--- config.mk ---
export PLATFORM = sky130hd
export DESIGN_NAME = feed_scheduler
export DESIGN_NICKNAME = d
export VERILOG_FILES = /design/src/rtl/feed_scheduler.sv
export SDC_FILE = /design/constraint.sdc
export NUM_CORES = 1
export LEC_CHECK = 0
export BUFFER_PORTS_ARGS = -buffer_cell sky130_fd_sc_hd__buf_4
export CORE_UTILIZATION = 35
export CTS_BUF_LIST = sky130_fd_sc_hd__clkbuf_4 sky130_fd_sc_hd__clkbuf_8 sky130_fd_sc_hd__clkbuf_16
export CTS_CLUSTER_SIZE = 20
export DETAILED_ROUTE_END_ITERATION = 6
export PLACE_DENSITY_LB_ADDON = 0.3
export SLEW_MARGIN = 20
export SYNTH_ARGS = -nofsm -noshare
export SYNTH_HDL_FRONTEND = slang
export SYNTH_SLANG_ARGS = --single-unit
--- constraint.sdc ---
create_clock -name clk -period 2.6 [get_ports clk]
set_clock_uncertainty 0.2 [all_clocks]
set_input_delay 0.26 -clock clk [delete_from_list [all_inputs] [get_ports clk]]
set_output_delay 0.26 -clock clk [all_outputs]
set_load 0.03 [all_outputs]
--- src/rtl/feed_scheduler.sv ---
// Meal-time scheduler: a prescaled minute-of-day counter is compared against four
// programmable slots and raises timesup until the dispenser opens its food gate.
module feed_scheduler #(
  parameter longint unsigned TICKS_PER_MIN = 64'd3000000000,
  parameter int unsigned     MINS_PER_DAY  = 1440,
  parameter int unsigned     ACK_TIMEOUT   = 1024,
  localparam int             MW            = $clog2(MINS_PER_DAY)
) (
  input  logic          clk,
  input  logic          reset,
  input  logic          cfg_we,
  input  logic [1:0]    cfg_idx,
  input  logic          cfg_en,
  input  logic [MW-1:0] cfg_minute,
  input  logic          food_gate,
  output logic          timesup,
  output logic          newday,
  output logic [MW-1:0] minute_of_day,
  output logic          meal_pending,
  output logic [3:0]    missed_count
);

  localparam int PW = (TICKS_PER_MIN > 1) ? $clog2(TICKS_PER_MIN) : 1;
  localparam int WW = $clog2(ACK_TIMEOUT) + 1;
  localparam logic [PW-1:0] PRESC_LAST = PW'(TICKS_PER_MIN - 1);
  localparam logic [MW-1:0] MIN_LAST   = MW'(MINS_PER_DAY - 1);
  localparam logic [WW-1:0] WAIT_LAST  = WW'(ACK_TIMEOUT - 1);

  typedef enum logic [1:0] {
    IDLE  = 2'd0,
    REQ   = 2'd1,
    SERVE = 2'd2
  } state_t;

  logic [PW-1:0] presc_q;
  logic [MW-1:0] minute_q;
  logic          newday_q;
  logic          upd_q;
  logic          match_q;
  logic          tick;
  logic [3:0]    hit_vec;

  state_t        state_q;
  logic          timesup_q;
  logic          pending_q;
  logic [WW-1:0] wait_q;
  logic [3:0]    missed_q;

  logic          busy_miss;
  logic          timeout_miss;
  logic [1:0]    miss_inc;
  logic [4:0]    miss_sum;
  logic [3:0]    missed_d;

  assign tick = (presc_q == PRESC_LAST);

  // Each slot holds its own enable/minute; minutes >= MINS_PER_DAY can never equal minute_q.
  generate
    for (genvar gi = 0; gi < 4; gi++) begin : g_slot
      logic          en_q;
      logic [MW-1:0] min_q;

      always_ff @(posedge clk) begin
        if (reset) begin
          en_q  <= 1'b0;
          min_q <= '0;
        end else if (cfg_we && (cfg_idx == 2'(gi))) begin
          en_q  <= cfg_en;
          min_q <= cfg_minute;
        end
      end

      assign hit_vec[gi] = en_q && (min_q == minute_q);
    end
  endgenerate

  // upd_q marks the first cycle showing a new minute; the match is registered one cycle later.
  always_ff @(posedge clk) begin
    if (reset) begin
      presc_q  <= '0;
      minute_q <= '0;
      newday_q <= 1'b0;
      upd_q    <= 1'b0;
      match_q  <= 1'b0;
    end else begin
      presc_q  <= tick ? '0 : presc_q + 1'b1;
      upd_q    <= tick;
      newday_q <= tick && (minute_q == MIN_LAST);
      match_q  <= upd_q && (|hit_vec);
      if (tick) begin
        minute_q <= (minute_q == MIN_LAST) ? '0 : minute_q + 1'b1;
      end
    end
  end

  // A timeout and a dropped match can land in the same cycle, so up to two misses are added.
  always_comb begin
    busy_miss    = match_q && (state_q != IDLE) && pending_q;
    timeout_miss = (state_q == REQ) && !food_gate && (wait_q == WAIT_LAST);
    miss_inc     = {1'b0, busy_miss} + {1'b0, timeout_miss};
    miss_sum     = {1'b0, (newday_q ? 4'd0 : missed_q)} + {3'b000, miss_inc};
    missed_d     = miss_sum[4] ? 4'hF : miss_sum[3:0];
  end

  always_ff @(posedge clk) begin
    if (reset) begin
      state_q   <= IDLE;
      timesup_q <= 1'b0;
      pending_q <= 1'b0;
      wait_q    <= '0;
      missed_q  <= '0;
    end else begin
      missed_q <= missed_d;
      case (state_q)
        IDLE: begin
          wait_q    <= '0;
          timesup_q <= 1'b0;
          if (match_q) begin
            state_q   <= REQ;
            timesup_q <= 1'b1;
          end else if (pending_q) begin
            pending_q <= 1'b0;
            state_q   <= REQ;
            timesup_q <= 1'b1;
          end
        end
        REQ: begin
          wait_q <= wait_q + 1'b1;
          if (food_gate) begin
            state_q   <= SERVE;
            timesup_q <= 1'b0;
          end else if (wait_q == WAIT_LAST) begin
            state_q   <= IDLE;
            timesup_q <= 1'b0;
          end
          if (match_q && !pending_q) pending_q <= 1'b1;
        end
        SERVE: begin
          timesup_q <= 1'b0;
          if (!food_gate) state_q <= IDLE;
          if (match_q && !pending_q) pending_q <= 1'b1;
        end
        default: begin
          state_q   <= IDLE;
          timesup_q <= 1'b0;
        end
      endcase
    end
  end

  assign timesup       = timesup_q;
  assign newday        = newday_q;
  assign minute_of_day = minute_q;
  assign meal_pending  = pending_q;
  assign missed_count  = missed_q;

endmodule

==> summary.txt, run 1 <==
Global route
  – GRT Overall Usage: 17.5%
  – Pin count of the biggest net entering global routing: 70
  – Global-route wire length before repair: 22,200 um
  – Initial antenna violation count: 0
  – Vias in the first global route: 4,456
  – Grt total ovfl: 0

Final layout
  – Nets: 707
  – Fill cell count: 1,418
  – Share of post-route cells with drive strength above 1: 16.3%
  – Non-filler instance count after layout: 881
  – Layout area overhead: 24.1%
  – Total inserted antenna cells: 0

Critical path
  – CP Data Arrival Time: 2690 ps
  – Element type at the critical path end: flip-flop
  – Critical setup path kind: flip-flop to flip-flop
  – Maximum fanout encountered on the critical timing path: 16
  – Req. time, crit path: 2730 ps
  – Kind of start point of the critical path: flip-flop

Power and ir drop
  – Switch Pwr: 0.970 mW
  – Peak supply drop: 0.469 mV
  – Pint: 3.56 mW
  – Comb pwr share: 5.7%
  – Flop pwr share: 39.6%
  – Switching share of power: 21.4%
  – Clock share of power: 54.6%
  – Power density relative to cell area: 675 mW/mm^2
  – Leakage power summed over all cells: 2.47 nW

Clocking
  – Maximum level of the CTS H-tree: 4
  – Largest buffer count on any clock path: 2
  – Clock transition time at the flip-flop clock pins of the worst setup and hold paths: 50 ps
  – Buffer cell driving the clock tree root: sky130_fd_sc_hd__clkbuf_16
  – Number of buffers added by the clock tree synthesis step: 17
  – Clock latency on the worst-skew pair: 410 ps
  – Clock tree from TritonCTS: built
  – Number of sinks handled by clock tree synthesis: 113

Logic synthesis
  – Yosys cell types: 55
  – Synthesized flop and latch total: 113
  – Main area contributors after synthesis: sky130_fd_sc_hd__dfxtp_1 42%, sky130_fd_sc_hd__xnor2_1 8.1%, sky130_fd_sc_hd__nand2_1 5.2%
  – Sequential area share after synthesis: 41.8%
  – Count of flip-flops with a built-in enable after synthesis: 0
  – Mean instance size in the synthesized netlist: 8.64 um^2
  – Synthesis Warnings: 0
  – Async SR Flop Fraction: 0%
  – Gate count of the mapped netlist: 626
  – Largest area contributor in the netlist: sky130_fd_sc_hd__dfxtp_1
  – Post-synthesis instance area: 0.00541 mm^2
  – Synth top area share: 41.8%
  – Most frequently used flop master after synthesis: sky130_fd_sc_hd__dfxtp_1
  – Synth Net Count: 653

Drt
  – Number of remaining DRC errors: 2
  – Wirelength, routed: 13,100 um
  – Number of DRC markers after the initial detailed-route iteration: 281
  – Vias post-DR: 4,596
  – Vias/cell: 5.22
  – Drt first pass iters: 6
  – Routed length per instance: 14.9 um
  – Antenna Nets Post-Route: 0

Timing
  – Worst-case hold slack: 97.5 ps
  – Highest attainable clock frequency: 0.391 GHz
  – Worst Tran Pin Value: 809 ps
  – Rel. slew slack: 45.9%
  – Max-slew violation total from the final report: 0
  – Total setup violations reported at the end of the flow: 0
  – Final Critical Period: 2560 ps
  – Fin. Hold Viols: 0
  – Final clock period utilization by the worst path: 98.5%
  – Setup repair after global routing missed its margin: true

Min path
  – Path class of the lowest-slack min-delay path: input pin to flip-flop

Die
  – Horizontal die dimension: 126 um
  – Die Span Y: 126 um
  – Area of the die: 0.0160 mm^2
  – Number of top-level design ports: 36
  – Row count: 45
  – Area inside the core boundary: 0.0151 mm^2
  – Initial Utilization: 35.7%

Placed design
  – Number of placed instances with taps included: 835
  – Weighted congestion reported at the end of routability-driven placement: 0.781
  – Number of port buffers: 35
  – HPWL after DPL: 8950 um

Flow run
  – Reported max-cap violation count: 0

Run status
  – Run status: finished, violations left
  – Violated checks: design-rule violations
==> cells in the final DEF, fill, tap and decap left out, types with 3 or more instances in the layout <==
cell type / synthesis / layout
sky130_fd_sc_hd__dfxtp_1: 113 / 111
sky130_fd_sc_hd__and4_1: 6 / 6
sky130_fd_sc_hd__clkinvlp_4: 0 / 3
sky130_fd_sc_hd__nor3_1: 11 / 11
sky130_fd_sc_hd__nor3b_1: 5 / 4
sky130_fd_sc_hd__nor2b_1: 10 / 10
sky130_fd_sc_hd__a31oi_1: 3 / 3
sky130_fd_sc_hd__or4_1: 4 / 4
sky130_fd_sc_hd__o21ai_0: 12 / 12
sky130_fd_sc_hd__ha_1: 8 / 6
sky130_fd_sc_hd__nand2b_1: 3 / 3
sky130_fd_sc_hd__or2_2: 3 / 3
sky130_fd_sc_hd__nand4_1: 26 / 26
sky130_fd_sc_hd__dlygate4sd3_1: 0 / 13
sky130_fd_sc_hd__buf_4: 3 / 55
sky130_fd_sc_hd__a311oi_1: 5 / 5
sky130_fd_sc_hd__nand3_1: 23 / 23
sky130_fd_sc_hd__xnor2_1: 50 / 50
sky130_fd_sc_hd__clkbuf_16: 0 / 17
sky130_fd_sc_hd__mux2_2: 4 / 4
sky130_fd_sc_hd__xor2_1: 19 / 19
sky130_fd_sc_hd__or4b_2: 3 / 3
sky130_fd_sc_hd__nand2_1: 75 / 75
sky130_fd_sc_hd__a21oi_1: 50 / 50
sky130_fd_sc_hd__mux2i_1: 26 / 26
sky130_fd_sc_hd__inv_1: 5 / 5
sky130_fd_sc_hd__clkbuf_4: 0 / 3
sky130_fd_sc_hd__nor2_1: 69 / 69
sky130_fd_sc_hd__clkinv_2: 0 / 3
sky130_fd_sc_hd__bufinv_16: 0 / 4
sky130_fd_sc_hd__and3_1: 14 / 13
sky130_fd_sc_hd__and2_1: 6 / 6
sky130_fd_sc_hd__nand3b_1: 7 / 7
==> registers in the layout (all words and copies together) (netlist names) <==
signal,flops
g_slot.en_q,4
state_q,2
g_slot.min_q,44
match_q,1
timesup,1
presc_q,32
missed_count,4
wait_q,11
meal_pending,1
minute_of_day,11
newday,1
upd_q,1
==> per-layer routing <==
metal	global-route usage, %	vias up	wire length, um
met2	27.4	78	6170
met1	23.4	2223	6320
met5	0	-	0
met3	4.51	15	474
li1	-	2280	-
met4	6.17	0	184
==> logic make-up (layout without fill, tap and decap cells) <==
| logic type | after synthesis | in the layout | share of synthesized area (%) |
|---|---|---|---|
| mux | 30 | 30 | 5.64 |
| buf+inv | 39 | 106 | 3.10 |
| flops | 113 | 113 | 41.8 |
| xor+xnor | 69 | 69 | 11.2 |
| simple gates | 284 | 284 | 27.3 |
| fa+ha+maj | 9 | 9 | 2.22 |
| compound gates | 82 | 82 | 8.72 |
==> power by group through the flow <==
stage,registers [mW],clock network (mW),logic (mW)
after floorplan,1.83,0,0.163
after global placement,1.83,0,0.237
after detailed placement,1.83,0,0.244
after CTS,1.80,2.52,0.261
after global routing,1.80,2.60,0.289
final,1.80,2.48,0.260
==> worst paths after layout <==
| path | start | to | slack, ps | depth (start not counted) |
|---|---|---|---|---|
| setup / recovery | presc_q[16] | minute_of_day[5] | 40 | 5 |
| hold / removal | cfg_idx[1] | g_slot[0].min_q[4] | 100 | 4 |
| setup reg to reg | presc_q[16] | minute_of_day[5] | 40 | 5 |
| hold reg to reg | presc_q[0] | presc_q[0] | 250 | 1 |
==> cell usage after synthesis, types with 3 or more instances <==
cell	count
sky130_fd_sc_hd__dfxtp_1	113
sky130_fd_sc_hd__mux2i_1	26
sky130_fd_sc_hd__nand3b_1	7
sky130_fd_sc_hd__nand4_1	26
sky130_fd_sc_hd__nor2b_1	10
sky130_fd_sc_hd__nor3_1	11
sky130_fd_sc_hd__and4_1	6
sky130_fd_sc_hd__o21ai_0	12
sky130_fd_sc_hd__or2_2	3
sky130_fd_sc_hd__nand2b_1	3
sky130_fd_sc_hd__clkbuf_1	22
sky130_fd_sc_hd__and2_1	6
sky130_fd_sc_hd__nor3b_1	5
sky130_fd_sc_hd__nand2_1	75
sky130_fd_sc_hd__ha_1	8
sky130_fd_sc_hd__a31oi_1	3
sky130_fd_sc_hd__xor2_1	19
sky130_fd_sc_hd__or4b_2	3
sky130_fd_sc_hd__inv_1	5
sky130_fd_sc_hd__nand3_1	23
sky130_fd_sc_hd__buf_1	6
sky130_fd_sc_hd__a21oi_1	50
sky130_fd_sc_hd__and3_1	14
sky130_fd_sc_hd__xnor2_1	50
sky130_fd_sc_hd__buf_4	3
sky130_fd_sc_hd__or4_1	4
sky130_fd_sc_hd__a311oi_1	5
sky130_fd_sc_hd__mux2_2	4
sky130_fd_sc_hd__nor2_1	69
==> worst max-delay path: stages (launching register included) <==
cell	delay, ps
sky130_fd_sc_hd__dfxtp_1	340
sky130_fd_sc_hd__or4b_1	580
sky130_fd_sc_hd__nor4_4	440
sky130_fd_sc_hd__nand3_4	230
sky130_fd_sc_hd__or4_1	550
sky130_fd_sc_hd__a21oi_1	140
==> repair_timing <==
item / CTS / global route
gates resized for setup: 0 / 7
endpoints found under the hold margin: 49 / 0
hold buffers: 13 / 0
endpoints found under the setup margin: 0 / 11
setup buffers: 0 / 1
==> metrics by stage <==
stage / area (um^2) / TNS (ps) / setup slack (ps) / power [mW] / util (%)
finish: 6710 / 0 / 39.5 / 4.53 / 44.3
CTS: 6690 / 0 / 32.7 / 4.58 / 44.2
floorplan: 5410 / 0 / 196 / 1.99 / -
detailed placement: 5930 / 0 / 32.5 / 2.08 / 39.1
global placement: 5930 / 0 / 124 / 2.07 / 39.1
global route: 6710 / -194 / -41.8 / 4.69 / 44.3
==> area by class of cell <==
type,instances,area [um^2],area share [%]
Timing Repair Buffer,69,563,8.39
Tap cell,188,235,3.50
Clock inverter,10,158,2.35
Multi-Input combinational cell,474,3000,44.6
Inverter,5,18.8,0.280
Clock buffer,22,475,7.08
Sequential cell,113,2260,33.7
No activity file was read; power rests on OpenSTA's default activity.
==> run 2, diff against run 1 <==
clock period = 3.3 ns   (was 2.6 ns; I/O delays follow)
==> summary.txt, run 2 (synthesized netlist as in run 1, its figures left out) <==
Die
  – Number of top-level design ports: 36 (unchanged)
  – Row count: 45 (unchanged)
  – Area inside the core boundary: 0.0151 mm^2 (unchanged)
  – Initial Utilization: 35.7% (unchanged)
  – Die Span Y: 126 um (unchanged)
  – Horizontal die dimension: 126 um (unchanged)
  – Area of the die: 0.0160 mm^2 (unchanged)

Timing
  – Total setup violations reported at the end of the flow: 0 (unchanged)
  – Fin. Hold Viols: 0 (unchanged)
  – Highest attainable clock frequency: 0.365 GHz (was 0.391 GHz)
  – Final-layout setup total negative slack: 0 ps (unchanged)
  – Rel. slew slack: 35.0% (was 45.9%)
  – Final Critical Period: 2740 ps (was 2560 ps)
  – Setup repair after global routing missed its margin: false (was true)
  – Worst Tran Pin Value: 971 ps (was 809 ps)
  – Max-slew violation total from the final report: 0 (unchanged)
  – Worst-case hold slack: 12.9 ps (was 97.5 ps)
  – Final clock period utilization by the worst path: 83.1% (was 98.5%)

Critical path
  – Critical setup path kind: flip-flop to flip-flop (unchanged)
  – Ordered cell list for the critical path: ha_1, and3_1, nand4_1, nand2b_1, fa_1, inv_1, ha_1, nor2b_1, a2111oi_0 (was or4b_1, nor4_4, nand3_4, or4_1, a21oi_1)
  – Cell with the largest stage delay on the worst path: sky130_fd_sc_hd__dfxtp_1 (was sky130_fd_sc_hd__or4b_1)
  – Kind of start point of the critical path: flip-flop (unchanged)
  – Maximum fanout encountered on the critical timing path: 5 (was 16)
  – Worst stage delay on the critical path: 410 ps (was 580 ps)
  – Element type at the critical path end: flip-flop (unchanged)
  – Cell repeated most along the worst path: sky130_fd_sc_hd__ha_1
  – CP Data Arrival Time: 2820 ps (was 2690 ps)
  – Req. time, crit path: 3380 ps (was 2730 ps)

Placed design
  – Number of port buffers: 35 (unchanged)
  – HPWL after DPL: 8660 um (was 8950 um)
  – Weighted congestion reported at the end of routability-driven placement: 0.769 (was 0.781)

Clocking
  – CTS-repair resized insts: 0 (unchanged)
  – Number of buffers inserted for hold repair after clock tree synthesis: 11 (was 13)
  – Number of buffers added by the clock tree synthesis step: 17 (unchanged)
  – Largest buffer count on any clock path: 2 (unchanged)
  – Post-CTS setup buffers: 0 (unchanged)
  – Maximum level of the CTS H-tree: 4 (unchanged)
  – Buffer cell driving the clock tree root: sky130_fd_sc_hd__clkbuf_16 (unchanged)
  – Clock latency on the worst-skew pair: 410 ps (about the same)
  – Number of sinks handled by clock tree synthesis: 113 (unchanged)
  – Clock tree from TritonCTS: built (unchanged)
  – Clock transition time at the flip-flop clock pins of the worst setup and hold paths: 50 ps (about the same)

Power and ir drop
  – Power density relative to cell area: 517 mW/mm^2 (was 675 mW/mm^2)
  – Peak supply drop: 0.242 mV (was 0.469 mV)
  – Leakage power summed over all cells: 2.35 nW (was 2.47 nW)

Drt
  – Vias post-DR: 4,454 (was 4,596)
  – Wirelength, routed: 12,700 um (was 13,100 um)
  – Number of remaining DRC errors: 2 (unchanged)
  – Vias/cell: 5.19 (was 5.22)
  – Antenna Nets Post-Route: 0 (unchanged)
  – Number of DRC markers after the initial detailed-route iteration: 274 (was 281)
  – Routed length per instance: 14.8 um (was 14.9 um)
  – Drt first pass iters: 7 (was 6)

Global route
  – Grt total ovfl: 0 (unchanged)
  – Global-route wire length before repair: 21,400 um (was 22,200 um)
  – Vias in the first global route: 4,257 (was 4,456)
  – GRT Overall Usage: 17.2% (was 17.5%)
  – Initial antenna violation count: 0 (unchanged)
  – Pin count of the biggest net entering global routing: 63 (was 70)

Final layout
  – Fill cell count: 1,459 (was 1,418)
  – Max reg flops: 44 (unchanged)
  – Share of post-route cells with drive strength above 1: 13.1% (was 16.3%)
  – Registers with the most flip-flops: g_slot.min_q: 44 flops, presc_q: 32 flops (unchanged)
  – Sequential standard cell area: 0.00226 mm^2 (about the same)
  – Register containing the most flip-flops in the final layout: g_slot.min_q (unchanged)
  – Nets: 689 (was 707)
  – Leading cell type in the layout, fill and taps excluded: sky130_fd_sc_hd__dfxtp_1 (unchanged)
  – Layout area overhead: 19.5% (was 24.1%)
  – Final core utilization: 42.7% (was 44.3%)
  – Commonest cells after routing, fill and taps aside: 113 x sky130_fd_sc_hd__dfxtp_1, 75 x sky130_fd_sc_hd__nand2_1, 69 x sky130_fd_sc_hd__nor2_1 (was 111 x sky130_fd_sc_hd__dfxtp_1, 75 x sky130_fd_sc_hd__nand2_1, 69 x sky130_fd_sc_hd__nor2_1)
  – Area of combinational cells with multiple inputs: 0.00299 mm^2 (was 0.00300 mm^2)
  – Total inserted antenna cells: 0 (unchanged)

Min path
  – Path class of the lowest-slack min-delay path: input pin to flip-flop (unchanged)

Flow run
  – Reported max-cap violation count: 0 (unchanged)

Run status
  – Violated checks: design-rule violations (unchanged)
  – Run status: finished, violations left (unchanged)
-- run 2: power breakdown --
part	total [mW]	switching, mW	leakage [nW]	internal, mW
Clock	1.73	0.589	0.277	1.14
Combinational	0.198	0.114	1.16	0.0845
Sequential	1.42	0.0217	0.914	1.40
-- run 2: stage by stage --
stage                     instance area [um^2]  setup slack, ps  power, mW  std cells
after floorplan                           5410              896       1.57        626
final                                     6470              557       3.34        859
after global routing                      6470              373       3.46        859
after global placement                    5800              718       1.63        820
after CTS                                 6470              523       3.37        859
after detailed placement                  5800              545       1.63        820
-- run 2: final timing paths --
kind | startpoint | end | slack (ps) | depth (start not counted)
min reg2reg | presc_q[0] | presc_q[0] | 250 | 1
min | cfg_minute[0] | g_slot[2].min_q[0] | 10 | 3
max | wait_q[0] | missed_count[3] | 560 | 9
max reg2reg | wait_q[0] | missed_count[3] | 560 | 9
-- run 2: final cells by class --
| type | instances | share of cell area (%) |
|---|---|---|
| repair buffers | 51 | 6.35 |
| flip-flops and latches | 113 | 35.0 |
| inverters | 5 | 0.290 |
| multi-input cells | 474 | 46.2 |
| clock buffers | 21 | 7.24 |
| clock inverters | 7 | 1.35 |
| well taps | 188 | 3.64 |
-- run 2: per-layer routing --
layer	GRT usage [%]	routed length (um)	vias to the layer above
met3	4.39	457	17
met4	6.59	159	0
met2	26.9	6020	68
met5	0	0	-
li1	-	-	2241
met1	22.7	6100	2128
-- run 2: critical path, delay by kind of cell (launching register included) --
| family | cells | cell delay (ps) |
|---|---|---|
| buffers and inverters | 1 | 80 |
| AOI/OAI and AO/OA | 1 | 410 |
| adders and majority gates | 3 | 770 |
| and+or+nand+nor | 4 | 740 |
| DFF | 1 | 410 |
==> run 3, diff against run 2 <==
clock period = 2.5 ns   (was 3.3 ns; I/O delays follow)
==> summary.txt, run 3 (synthesized netlist as in run 1, its figures left out) <==
Drt
  – Vias/cell: 5.21 (was 5.19)
  – Routed length per instance: 15.3 um (was 14.8 um)
  – Drt first pass iters: 4 (was 7)
  – Antenna Nets Post-Route: 0 (unchanged)
  – Number of remaining DRC errors: 0 (was 2)
  – Wirelength, routed: 13,700 um (was 12,700 um)
  – Number of DRC markers after the initial detailed-route iteration: 247 (was 274)
  – Vias post-DR: 4,649 (was 4,454)

Timing
  – Highest attainable clock frequency: 0.410 GHz (was 0.365 GHz)
  – Worst Tran Pin Value: 725 ps (was 971 ps)
  – Worst-case hold slack: 69.3 ps (was 12.9 ps)
  – Final WS setup: 58.3 ps (was 557 ps)
  – Max-slew violation total from the final report: 0 (unchanged)
  – Rel. slew slack: 51.7% (was 35.0%)
  – Total setup violations reported at the end of the flow: 0 (unchanged)
  – Setup repair after global routing missed its margin: false (unchanged)
  – Final clock period utilization by the worst path: 97.7% (was 83.1%)
  – Fin. Hold Viols: 0 (unchanged)
  – Final Critical Period: 2440 ps (was 2740 ps)

Critical path
  – CP Data Arrival Time: 2590 ps (was 2820 ps)
  – Slack of the worst reg-to-reg path: 60 ps (was 560 ps)
  – Destination of the critical timing path: minute_of_day[9] (was missed_count[3])
  – Critical path origin: presc_q[18] (was wait_q[0])
  – R2R Path End: minute_of_day[9] (was missed_count[3])
  – Req. time, crit path: 2650 ps (was 3380 ps)
  – Critical setup path kind: flip-flop to flip-flop (unchanged)
  – Maximum fanout encountered on the critical timing path: 8 (was 5)
  – Worst Reg-to-Reg Cells: 6 (was 9)
  – Kind of start point of the critical path: flip-flop (unchanged)
  – Worst stage delay on the critical path: 560 ps (was 410 ps)
  – Ordered cell list for the critical path: or4b_1, nor4_4, buf_4, nand3_4, or4_1, a21oi_1 (was ha_1, and3_1, nand4_1, nand2b_1, fa_1, inv_1, ha_1, nor2b_1, a2111oi_0)
  – Worst reg2reg startpoint: presc_q[18] (was wait_q[0])
  – Cell with the largest stage delay on the worst path: sky130_fd_sc_hd__or4b_1 (was sky130_fd_sc_hd__dfxtp_1)
  – Element type at the critical path end: flip-flop (unchanged)

Clocking
  – Maximum level of the CTS H-tree: 4 (unchanged)
  – Clock transition time at the flip-flop clock pins of the worst setup and hold paths: 50 ps (about the same)
  – Clock tree from TritonCTS: built (unchanged)
  – Number of sinks handled by clock tree synthesis: 113 (unchanged)
  – Largest buffer count on any clock path: 2 (unchanged)
  – Buffer cell driving the clock tree root: sky130_fd_sc_hd__clkbuf_16 (unchanged)
  – Clock latency on the worst-skew pair: 420 ps (was 410 ps)
  – Number of buffers added by the clock tree synthesis step: 17 (unchanged)

Die
  – Horizontal die dimension: 126 um (unchanged)
  – Row count: 45 (unchanged)
  – Initial Utilization: 35.7% (unchanged)
  – Number of top-level design ports: 36 (unchanged)
  – Area of the die: 0.0160 mm^2 (unchanged)
  – Area inside the core boundary: 0.0151 mm^2 (unchanged)
  – Die Span Y: 126 um (unchanged)

Placed design
  – Post-Place Setup Slack: -35.5 ps (was 545 ps)
  – Number of placed instances with taps included: 844 (was 820)
  – Number of port buffers: 35 (unchanged)
  – Weighted congestion reported at the end of routability-driven placement: 0.807 (was 0.769)
  – HPWL after DPL: 9160 um (was 8660 um)

Power and ir drop
  – Power density relative to cell area: 668 mW/mm^2 (was 517 mW/mm^2)
  – Leakage power summed over all cells: 2.55 nW (was 2.35 nW)
  – Peak supply drop: 0.432 mV (was 0.242 mV)

Global route
  – Global-route wire length before repair: 23,200 um (was 21,400 um)
  – Pin count of the biggest net entering global routing: 67 (was 63)
  – Grt total ovfl: 0 (unchanged)
  – Vias in the first global route: 4,696 (was 4,257)
  – Initial antenna violation count: 0 (unchanged)
  – GRT Overall Usage: 18.5% (was 17.2%)

Final layout
  – Commonest cells after routing, fill and taps aside: 112 x sky130_fd_sc_hd__dfxtp_1, 75 x sky130_fd_sc_hd__nand2_1, 69 x sky130_fd_sc_hd__nor2_1 (was 113 x sky130_fd_sc_hd__dfxtp_1, 75 x sky130_fd_sc_hd__nand2_1, 69 x sky130_fd_sc_hd__nor2_1)
  – Leading cell type in the layout, fill and taps excluded: sky130_fd_sc_hd__dfxtp_1 (unchanged)
  – Registers with the most flip-flops: g_slot.min_q: 44 flops, presc_q: 32 flops (unchanged)
  – Layout area overhead: 25.9% (was 19.5%)
  – Nets: 721 (was 689)
  – Share of post-route cells with drive strength above 1: 18.0% (was 13.1%)
  – Fill cell count: 1,437 (was 1,459)
  – Register containing the most flip-flops in the final layout: g_slot.min_q (unchanged)
  – Area of combinational cells with multiple inputs: 0.00305 mm^2 (was 0.00299 mm^2)
  – Sequential standard cell area: 0.00226 mm^2 (about the same)
  – Non-filler instance count after layout: 892 (was 859)
  – Max reg flops: 44 (unchanged)
  – Final core utilization: 45.0% (was 42.7%)
  – Total inserted antenna cells: 0 (unchanged)

Run status
  – Run status: finished clean (was finished, violations left)

Min path
  – Path class of the lowest-slack min-delay path: input pin to flip-flop (unchanged)

Flow run
  – Reported max-cap violation count: 0 (unchanged)
-- run 3: changes by cell type in the layout (fill, tap and decap cells not counted), moves of 2 or more --
cell                            delta
sky130_fd_sc_hd__buf_4            +28
sky130_fd_sc_hd__clkbuf_8          +3
sky130_fd_sc_hd__clkinv_2          -2
sky130_fd_sc_hd__dlygate4sd3_1     +2
sky130_fd_sc_hd__ha_1              -2
sky130_fd_sc_hd__nand3_2           +2
sky130_fd_sc_hd__or4b_2            -2
sky130_fd_sc_hd__or4b_4            +2
-- run 3: stage by stage --
step                      total power [mW]  setup TNS, ps  cell area, um^2
after global routing                  4.72              0             6810
after CTS                             4.59              0             6730
after floorplan                       2.07              0             5410
final                                 4.55              0             6810
after global placement                2.15              0             5990
after detailed placement              2.16          -52.0             5990
-- run 3: cell type report --
| class | count | share of cell area, % |
|---|---|---|
| multi-input cells | 475 | 44.7 |
| flip-flops and latches | 113 | 33.2 |
| repair buffers | 82 | 9.70 |
| clock buffers | 24 | 7.48 |
| well taps | 188 | 3.45 |
| clock inverters | 5 | 1.14 |
| inverters | 5 | 0.276 |
-- run 3: critical path: cells and delay by family, from the launching register on --
family / cells / cell delay (ps)
simple gates: 4 / 1490
flops: 1 / 320
buf+inv: 1 / 200
compound gates: 1 / 150
-- run 3: timing repair --
item,4_1_cts,5_1_grt
setup buffers,1,4
endpoints found under the setup margin,4,12
resized for setup,4,9
hold buffers,13,0
pin swaps,2,3
hold endpoints to repair,49,0
cloned,0,1
-- run 3: power by group --
group,internal [mW],total [mW],switching [mW]
sequential,1.84,1.87,0.0283
clock,1.60,2.40,0.807
combinational,0.121,0.277,0.156
-- run 3: per-layer routing --
metal / share of wire (%) / vias to the layer above / track usage [%]
met5: 0 / - / 0
met4: 1.6 / 0 / 7.80
met3: 4.4 / 22 / 4.39
met2: 47 / 86 / 30.4
met1: 47 / 2230 / 23.2
li1: - / 2311 / -
-- run 3: worst min path at each step --
stage / cells past startpoint / to / slack, ps / from
final: 4 / g_slot[0].min_q[4] / 70 / cfg_idx[1]
after global routing: 4 / g_slot[0].min_q[3] / 90 / cfg_idx[1]
after CTS: 4 / g_slot[0].min_q[4] / 50 / cfg_idx[1]
after detailed placement: 1 / presc_q[0] / 240 / presc_q[0]
after global placement: 1 / presc_q[0] / 230 / presc_q[0]
after floorplan: 2 / g_slot[2].en_q / 190 / cfg_en
